`src/rtl/stages_definition_pkg.sv`:
```
// -----------------------------------------------------------------------------
// stages_definition_pkg
//   Shared definitions for the pixel memory arbiter.
//   pix_arb_state_e : arbiter FSM state encoding
//   PIX_MEM_RD_LAT  : pixel RAM read latency in cycles (data after enable)
// -----------------------------------------------------------------------------
package stages_definition_pkg;

  typedef enum logic [2:0] {
    ST_IDLE      = 3'd0,
    ST_CPU_ISSUE = 3'd1,
    ST_CPU_WAIT  = 3'd2,
    ST_DISP      = 3'd3,
    ST_DISP_WAIT = 3'd4
  } pix_arb_state_e;

  localparam int PIX_MEM_RD_LAT = 1;

endpackage

```
`src/rtl/pix_burst_addr_gen.sv`:
```
// -----------------------------------------------------------------------------
// pix_burst_addr_gen
//   Address generator for display read bursts. Latches the burst base on
//   load, counts reads on step and reports the address of the read after
//   the current one (wrapping modulo 2^ADDR_W) plus a last-read flag.
// Ports
//   clk        in   rising-edge clock
//   rst        in   asynchronous active-high reset
//   load       in   start a burst: latch base, counter to 0
//   step       in   advance to the next read of the burst
//   base       in   burst start address
//   next_addr  out  base + cnt + 1 (address of the following read)
//   last       out  current read is the final one of the burst
// -----------------------------------------------------------------------------
module pix_burst_addr_gen #(
  parameter int ADDR_W    = 16,
  parameter int BURST_LEN = 16
) (
  input  logic              clk,
  input  logic              rst,
  input  logic              load,
  input  logic              step,
  input  logic [ADDR_W-1:0] base,
  output logic [ADDR_W-1:0] next_addr,
  output logic              last
);

  localparam int CNT_W = (BURST_LEN > 2) ? $clog2(BURST_LEN) : 1;

  logic [ADDR_W-1:0] base_reg;
  logic [CNT_W-1:0]  cnt_reg;

  always_ff @(posedge clk or posedge rst) begin
    if (rst) begin
      base_reg <= '0;
      cnt_reg  <= '0;
    end else if (load) begin
      base_reg <= base;
      cnt_reg  <= '0;
    end else if (step) begin
      cnt_reg <= cnt_reg + CNT_W'(1);
    end
  end

  // Truncation to ADDR_W bits gives the required wrap past the top address.
  assign next_addr = base_reg + ADDR_W'(cnt_reg) + ADDR_W'(1);
  assign last      = (cnt_reg == CNT_W'(BURST_LEN - 1));

endmodule

```
`src/rtl/pix_mem_arbiter.sv`:
```
// -----------------------------------------------------------------------------
// pix_mem_arbiter
//   Shares a single-port pixel RAM between CPU single accesses (stalling the
//   pipeline until done) and fixed-length display read bursts.
// Ports
//   clk, rst                      clock, asynchronous active-high reset
//   cpu_req_i/we_i/addr_i/wdata_i CPU access request (held while stalled)
//   cpu_stall_o                   access not yet complete
//   cpu_rvalid_o/cpu_rdata_o      read data, one cycle
//   disp_req_i/disp_base_i        display burst request and start address
//   disp_gnt_o                    burst accepted (combinational pulse)
//   disp_rvalid_o/disp_rdata_o    burst read data
//   disp_done_o                   pulses with the last burst rvalid
//   mem_en_o/we_o/addr_o/wdata_o  registered RAM controls
//   mem_rdata_i                   RAM read data, one cycle after enable
//   cpu_wait_cnt_o                (PIX_ARB_STATS_EN only) saturating count of
//                                 CPU stall cycles spent behind a burst
// Configuration macro: PIX_ARB_STATS_EN
// -----------------------------------------------------------------------------
module pix_mem_arbiter
  import stages_definition_pkg::*;
#(
  parameter int ADDR_W    = 16,
  parameter int DATA_W    = 8,
  parameter int BURST_LEN = 16
) (
  input  logic              clk,
  input  logic              rst,
  input  logic              cpu_req_i,
  input  logic              cpu_we_i,
  input  logic [ADDR_W-1:0] cpu_addr_i,
  input  logic [DATA_W-1:0] cpu_wdata_i,
  output logic              cpu_stall_o,
  output logic              cpu_rvalid_o,
  output logic [DATA_W-1:0] cpu_rdata_o,
  input  logic              disp_req_i,
  input  logic [ADDR_W-1:0] disp_base_i,
  output logic              disp_gnt_o,
  output logic              disp_rvalid_o,
  output logic [DATA_W-1:0] disp_rdata_o,
  output logic              disp_done_o,
  output logic              mem_en_o,
  output logic              mem_we_o,
  output logic [ADDR_W-1:0] mem_addr_o,
  output logic [DATA_W-1:0] mem_wdata_o,
  input  logic [DATA_W-1:0] mem_rdata_i
`ifdef PIX_ARB_STATS_EN
  ,
  output logic [15:0]       cpu_wait_cnt_o
`endif
);

  pix_arb_state_e            state_reg;
  logic                      fair_reg;
  logic                      cpu_we_reg;
  logic                      mem_en_reg;
  logic                      mem_we_reg;
  logic [ADDR_W-1:0]         mem_addr_reg;
  logic [DATA_W-1:0]         mem_wdata_reg;
  logic [PIX_MEM_RD_LAT-1:0] disp_rv_pipe_reg;
  logic [PIX_MEM_RD_LAT-1:0] disp_done_pipe_reg;

  logic              disp_win;
  logic              cpu_issue;
  logic              burst_step;
  logic              burst_last;
  logic [ADDR_W-1:0] burst_next_addr;

  // Display wins a tie unless the previous burst left the fair flag set.
  assign disp_win = (state_reg == ST_IDLE) && disp_req_i && !(cpu_req_i && fair_reg);

  // DISP_WAIT hands the RAM straight to a waiting CPU: the fair flag is being
  // set there anyway, so the IDLE decision would be the same one cycle later.
  assign cpu_issue = cpu_req_i &&
                     (((state_reg == ST_IDLE) && !disp_win) || (state_reg == ST_DISP_WAIT));

  assign burst_step = (state_reg == ST_DISP) && !burst_last;

  pix_burst_addr_gen #(
    .ADDR_W    (ADDR_W),
    .BURST_LEN (BURST_LEN)
  ) u_addr_gen (
    .clk       (clk),
    .rst       (rst),
    .load      (disp_win),
    .step      (burst_step),
    .base      (disp_base_i),
    .next_addr (burst_next_addr),
    .last      (burst_last)
  );

  always_ff @(posedge clk or posedge rst) begin
    if (rst) begin
      state_reg          <= ST_IDLE;
      fair_reg           <= 1'b0;
      cpu_we_reg         <= 1'b0;
      mem_en_reg         <= 1'b0;
      mem_we_reg         <= 1'b0;
      mem_addr_reg       <= '0;
      mem_wdata_reg      <= '0;
      disp_rv_pipe_reg   <= '0;
      disp_done_pipe_reg <= '0;
    end else begin
      mem_en_reg <= 1'b0;
      mem_we_reg <= 1'b0;

      // The RAM read on the bus during DISP returns PIX_MEM_RD_LAT cycles later.
      disp_rv_pipe_reg[0]   <= (state_reg == ST_DISP);
      disp_done_pipe_reg[0] <= (state_reg == ST_DISP) && burst_last;
      for (int i = 1; i < PIX_MEM_RD_LAT; i++) begin
        disp_rv_pipe_reg[i]   <= disp_rv_pipe_reg[i-1];
        disp_done_pipe_reg[i] <= disp_done_pipe_reg[i-1];
      end

      case (state_reg)
        ST_IDLE: begin
          if (disp_win) begin
            state_reg    <= ST_DISP;
            mem_en_reg   <= 1'b1;
            mem_addr_reg <= disp_base_i;
          end else if (cpu_req_i) begin
            state_reg <= ST_CPU_ISSUE;
          end
        end
        ST_CPU_ISSUE: state_reg <= ST_CPU_WAIT;
        ST_CPU_WAIT: begin
          fair_reg  <= 1'b0;
          state_reg <= ST_IDLE;
        end
        ST_DISP: begin
          if (burst_last) begin
            state_reg <= ST_DISP_WAIT;
          end else begin
            mem_en_reg   <= 1'b1;
            mem_addr_reg <= burst_next_addr;
          end
        end
        ST_DISP_WAIT: begin
          fair_reg <= 1'b1;
          if (cpu_req_i) state_reg <= ST_CPU_ISSUE;
          else           state_reg <= ST_IDLE;
        end
        default: state_reg <= ST_IDLE;
      endcase

      if (cpu_issue) begin
        mem_en_reg    <= 1'b1;
        mem_we_reg    <= cpu_we_i;
        mem_addr_reg  <= cpu_addr_i;
        mem_wdata_reg <= cpu_wdata_i;
        cpu_we_reg    <= cpu_we_i;
      end
    end
  end

  assign mem_en_o    = mem_en_reg;
  assign mem_we_o    = mem_we_reg;
  assign mem_addr_o  = mem_addr_reg;
  assign mem_wdata_o = mem_wdata_reg;

  assign cpu_stall_o   = cpu_req_i && (state_reg != ST_CPU_WAIT);
  assign cpu_rvalid_o  = (state_reg == ST_CPU_WAIT) && !cpu_we_reg;
  assign cpu_rdata_o   = cpu_rvalid_o ? mem_rdata_i : '0;

  assign disp_gnt_o    = disp_win;
  assign disp_rvalid_o = disp_rv_pipe_reg[PIX_MEM_RD_LAT-1];
  assign disp_rdata_o  = disp_rvalid_o ? mem_rdata_i : '0;
  assign disp_done_o   = disp_done_pipe_reg[PIX_MEM_RD_LAT-1];

`ifdef PIX_ARB_STATS_EN
  logic [15:0] wait_cnt_reg;

  always_ff @(posedge clk or posedge rst) begin
    if (rst) begin
      wait_cnt_reg <= '0;
    end else if (cpu_stall_o && ((state_reg == ST_DISP) || (state_reg == ST_DISP_WAIT)) &&
                 (wait_cnt_reg != 16'hFFFF)) begin
      wait_cnt_reg <= wait_cnt_reg + 16'd1;
    end
  end

  assign cpu_wait_cnt_o = wait_cnt_reg;
`else
  // Statistics counter not built.
`endif

endmodule

```
`config.mk`:
```
export PLATFORM = sky130hd
export DESIGN_NAME = pix_mem_arbiter
export DESIGN_NICKNAME = d
export VERILOG_FILES = /design/src/rtl/stages_definition_pkg.sv /design/src/rtl/pix_burst_addr_gen.sv /design/src/rtl/pix_mem_arbiter.sv
export SDC_FILE = /design/constraint.sdc
export NUM_CORES = 1
export LEC_CHECK = 0
export ABC_AREA = 1
export CORE_MARGIN = 2
export CORE_UTILIZATION = 40
export DETAILED_ROUTE_END_ITERATION = 10
export PLACE_DENSITY_LB_ADDON = 0.05
export REMOVE_ABC_BUFFERS = 1
export SKIP_LAST_GASP = 1
export SLEW_MARGIN = 20
export SYNTH_ARGS = -nofsm -noshare
export SYNTH_HDL_FRONTEND = slang
export SYNTH_HIERARCHICAL = 1
export SYNTH_SLANG_ARGS = --single-unit
```
`constraint.sdc`:
```
create_clock -name clk -period 5.6 [get_ports clk]
set_clock_uncertainty 0.2 [all_clocks]
set_input_delay 1.12 -clock clk [delete_from_list [all_inputs] [get_ports clk]]
set_output_delay 1.12 -clock clk [all_outputs]
set_load 0.005 [all_outputs]
```
After elaboration in Yosys (flattened, before gate mapping)
Cells that the tools add are included. W data, S select, Z words.

$add $sub $neg: 3. Equal/unequal tests: 10. Mux-type cells: 19. Reductions and logical operators: 20.

Operators with widths (count): $mux W16 (3); $pmux W16 S2 (1); $add A16 B1 Y16 const B (1); $add A16 B4 Y16 (1); $mux W8 (2); $pmux W3 S4 (1); $logic_and A1 B1 Y1 (9); $mux W3 (3); $ne A3 B3 Y1 const B (3); $mux W4 (2); $eq A3 B2 Y1 const B (2); $mux W1 (5); $add A4 B1 Y4 const B (1); $eq A4 B4 Y1 const B (1); $logic_not A1 Y1 (4); $pmux W1 S2 (2); $reduce_bool A2 Y1 (2); $eq A3 B1 Y1 const B (1); $eq A3 B3 Y1 const B (1); $logic_not A3 Y1 (1); $ne A3 B2 Y1 const B (1); $reduce_and A3 Y1 (1); $reduce_bool A3 Y1 (1); $ne A2 B2 Y1 const B (1); other kinds (2) (2).

Flip-flop bits (word level): 53. Bits of input ports: 53. Output and inout port bits: 47.

Logic depth before layout (Yosys ltp)
Word-level depth: 9. Depth in mapped cells: 17. Mapped depth without buffers: 17.

Modules after synthesis
Netlist, hierarchy kept.

By module, submodules not included: pix_mem_arbiter (times used 1, cells each 317, area each 2200.9 um^2, sequential area each 825.8 um^2); pix_burst_addr_gen (times used 1, cells each 185, area each 1305.0 um^2, sequential area each 500.5 um^2).

Worst setup path after synthesis
Ideal clock, no wire load.

Path type: input to output. Start: in cpu_req_i. End: out disp_gnt_o. Arrival time: 1958 ps. Data required time: 4280 ps. Setup slack: 2322 ps. Stages on the path: 6. Path through: buf_2 -> nand2_1 -> nand4_2 -> buf_4 -> buf_2 -> inv_1.

Word-level cells in the longest chain between the ends: 3.

RTL lines: from (decl) (RTL line pix_mem_arbiter.sv:29) `input logic cpu_req_i,`; $logic_and A1 B1 Y1 (RTL line pix_mem_arbiter.sv:70) `assign disp_win = (state_reg == ST_IDLE) && disp_req_i && !(cpu_req_i && fair_reg);`; $logic_not A1 Y1 (RTL line pix_mem_arbiter.sv:70); $logic_and A1 B1 Y1 (RTL line pix_mem_arbiter.sv:70); to (decl) (RTL line pix_mem_arbiter.sv:38) `output logic disp_gnt_o,`.

No other way between the ends.

Worst setup path in the final report
Same ends and word-level chain as after synthesis.

==> impl_results.md <==
- Sequence of cells on the critical path: clkdlybuf4s50_1, nand2_1, nand4_2, buf_4, inv_1, clkdlybuf4s50_1
- Cell Rows: 34
- Logic pwr share: between 50% and 60%
- DR vias: 3337
- Synth Warn #: 6
- Wirelength per Cell: approximately 13 µm
- Critical Path AT: approximately 2.9 ns
- FMAX: between 0.2 and 0.25 GHz
- Reg power frac: 33.0%
- CTS tree: yes
- Clk_lat worst skew: roughly 0.32 ns
- Clock buffer depth: 2
- Int Pwr: 0.001197 W
- WS Path Type: input pin to primary output
- Most frequent cell after synthesis: nand2_1
- Unrepaired setup endpoints after global routing: false
- Inst Count DP: between 600 and 700
- Hpwl dp: roughly 6500 µm
- H-tree depth: 2
- Pwr per Cell Area: approximately 460 mW/mm²
- Synth top area share: between 30% and 40%
- Post-Route Setup TNS: 0 ns
- Slowest cell delay on critical path: 0.65 ns
- Die area: 0.009530 mm²
- DIE HEIGHT: about 100 µm
- Ys async rst share: 100.0%
- CP required: between 4 and 5 ns
- Sequential cell area fraction in the yosys report: between 30% and 40%
- Tot GR Track Use: 18.87%
- PortBufs: approximately 100
- Inserted Diodes: 0
- Switching Share: around 44%
- Worst-Margin Slew: slightly above 0.8 ns
- Setup crit end kind: primary output
- Final std cells w/o fill: 702
- First-pass GRT wire length: roughly 15000 µm
- Area Overhead vs Synth: 31.16%
- Final instance area: 0.004598 mm²
- Core Box Area: 0.008593 mm²
- Vias in the first global route: between 3000 and 4000
- GRT Residual Overflow: 0
- Synthesized area per cell: roughly 7 µm²
- Post-CTS setup buffers: 0
- Top cells by count, synth: nand2_1 (176), inv_1 (100), dfrtp_1 (53), nand3_1 (41), nor2_1 (21)
- Reg clk slew, reported paths: about 0.11 ns
- Cell mode on critical path: clkdlybuf4s50_1
- Max-slew headroom: 44.88%
- Initial antenna violation count: 0
- Startpoint types: input pin
- Final hold violation count: 0
- GP Congestion: between 0.8 and 0.9
- Lkg Pwr: between 2 and 2.5 nW
- Clk pwr share: 10.7%
- Pin count of the biggest net entering global routing: 33
- Synth unique cells: 30
- DRC Markers: 0
- Share of layout cells above drive strength 1: around 8.1%
- CP max FO: 20
- WL final: 8778 µm
- Synth Register Bits: between 50 and 60
- Setup violators final: 0
- 1st-iter DRT viols: 100
- DR pass1 iterations: 4
- Crit share post-route: between 70% and 80%
- Cts-stage hold buffer count: 0
- Area contributors post-synth: dfrtp_1 (38%), nand2_1 (19%), inv_1 (11%), nand3_1 (5.9%), nand4_1 (3.4%)
- Cts repair resizes: 0
- Clock Sinks: 53
- Routed Antenna Nets: 0
- Slew Limit Fails: 0
- Minimum clock period: between 4 and 5 ns
- DR vias/cell: between 4 and 5
- VDD IR max: 221.8 µV
- Die Wd: approximately 100 µm
- Clock buffer count from CTS: 5
- Clock root buffer master: clkbuf_8
- Synth Flop Type: dfrtp_1
- Hold/Removal Path Class: flop to flop
- EDFF count, synth: 0
- Max_cap viols: 0
- Worst hold margin: 0.2859 ns
- Dpl cell area: roughly 0.0045 mm²
- Area of the mapped netlist: 0.003506 mm²
- Dominant cell type by area after synthesis: dfrtp_1
- Slowest-stage cell, CP: clkdlybuf4s50_1
- Ports: 100
- Run status: complete, no violations
- Starting Density: between 40% and 50%
- Syn Inst Count: approximately 500
- Layout Nets: 652
- Sw Pwr: roughly 0.00094 W
[cell usage in the layout, fill, tap and decap left out, drive strengths merged]
cell             n
xor2             5
buf              3
a211oi           1
fa               1
nand2          187
clkinvlp         1
inv            104
nor3             4
o211ai           1
nor2            26
dfrtp           53
nand4           22
nand3           53
clkinv           1
o21ai           18
a21oi            5
clkbuf           5
clkdlybuf4s50   99
ha               5
[cell families after synthesis]
| logic type | count (synthesis) | share of synthesized area (%) |
|---|---|---|
| buf+inv | 121 | 15.20 |
| compound gates | 25 | 4.069 |
| flops | 53 | 37.83 |
| fa+ha+maj | 6 | 2.355 |
| xor+xnor | 5 | 1.249 |
| simple gates | 292 | 39.29 |
[per-stage QoR]
stage,util [%],total power [W],setup slack [ns]
after CTS,53.51,0.002169,1.407
after global placement,52.46,0.001907,1.439
final,53.51,0.002138,1.412
after floorplan,-,0.001412,2.142
after detailed placement,52.46,0.001931,1.426
after global routing,53.51,0.002357,1.329
[routing by layer]
metal / track usage (%) / routed length, µm
met1: 23.84 / 3968
met2: 32.10 / 4154
met3: 2.806 / 395
met4: 8.013 / 259
met5: 0 / 0
[path summary, 6_finish.rpt]
path,startpoint,end,slack (ns),depth (start not counted)
max,cpu_req_i,disp_gnt_o,1.41,6
min,mem_wdata_o[2],mem_wdata_o[2],0.29,2
max reg2reg,u_addr_gen/cnt_reg[0],mem_addr_o[8],3.20,16
min reg2reg,mem_wdata_o[2],mem_wdata_o[2],0.29,2
max in group asynchronous,rst,u_addr_gen/base_reg[4],3.60,2
min in group asynchronous,rst,disp_rvalid_o,0.76,2
[power by group through the flow]
stage	registers (W)	clock network, W	logic (W)
final	0.000706	0.000229	0.00120
after global routing	0.000733	0.000253	0.00137
after CTS	0.000707	0.000238	0.00123
after detailed placement	0.000713	0	0.00122
after global placement	0.000711	0	0.00120
after floorplan	0.000691	0	0.000722
[critical path: cells and delay by family]
family,cells,cell delay (ns)
buffers and inverters,4,1.49
AND/OR/NAND/NOR,2,0.24
[cell type report]
type | instances | area [µm²]
Sequential cell | 53 | 1326
Inverter | 103 | 386.6
Clock buffer | 5 | 68.82
Multi-Input combinational cell | 328 | 1647
Clock inverter | 3 | 21.27
Timing Repair Buffer | 102 | 1013
Tap cell | 108 | 135.1
Fill cell | 843 | 3995
(Power assumes the default switching activity.)
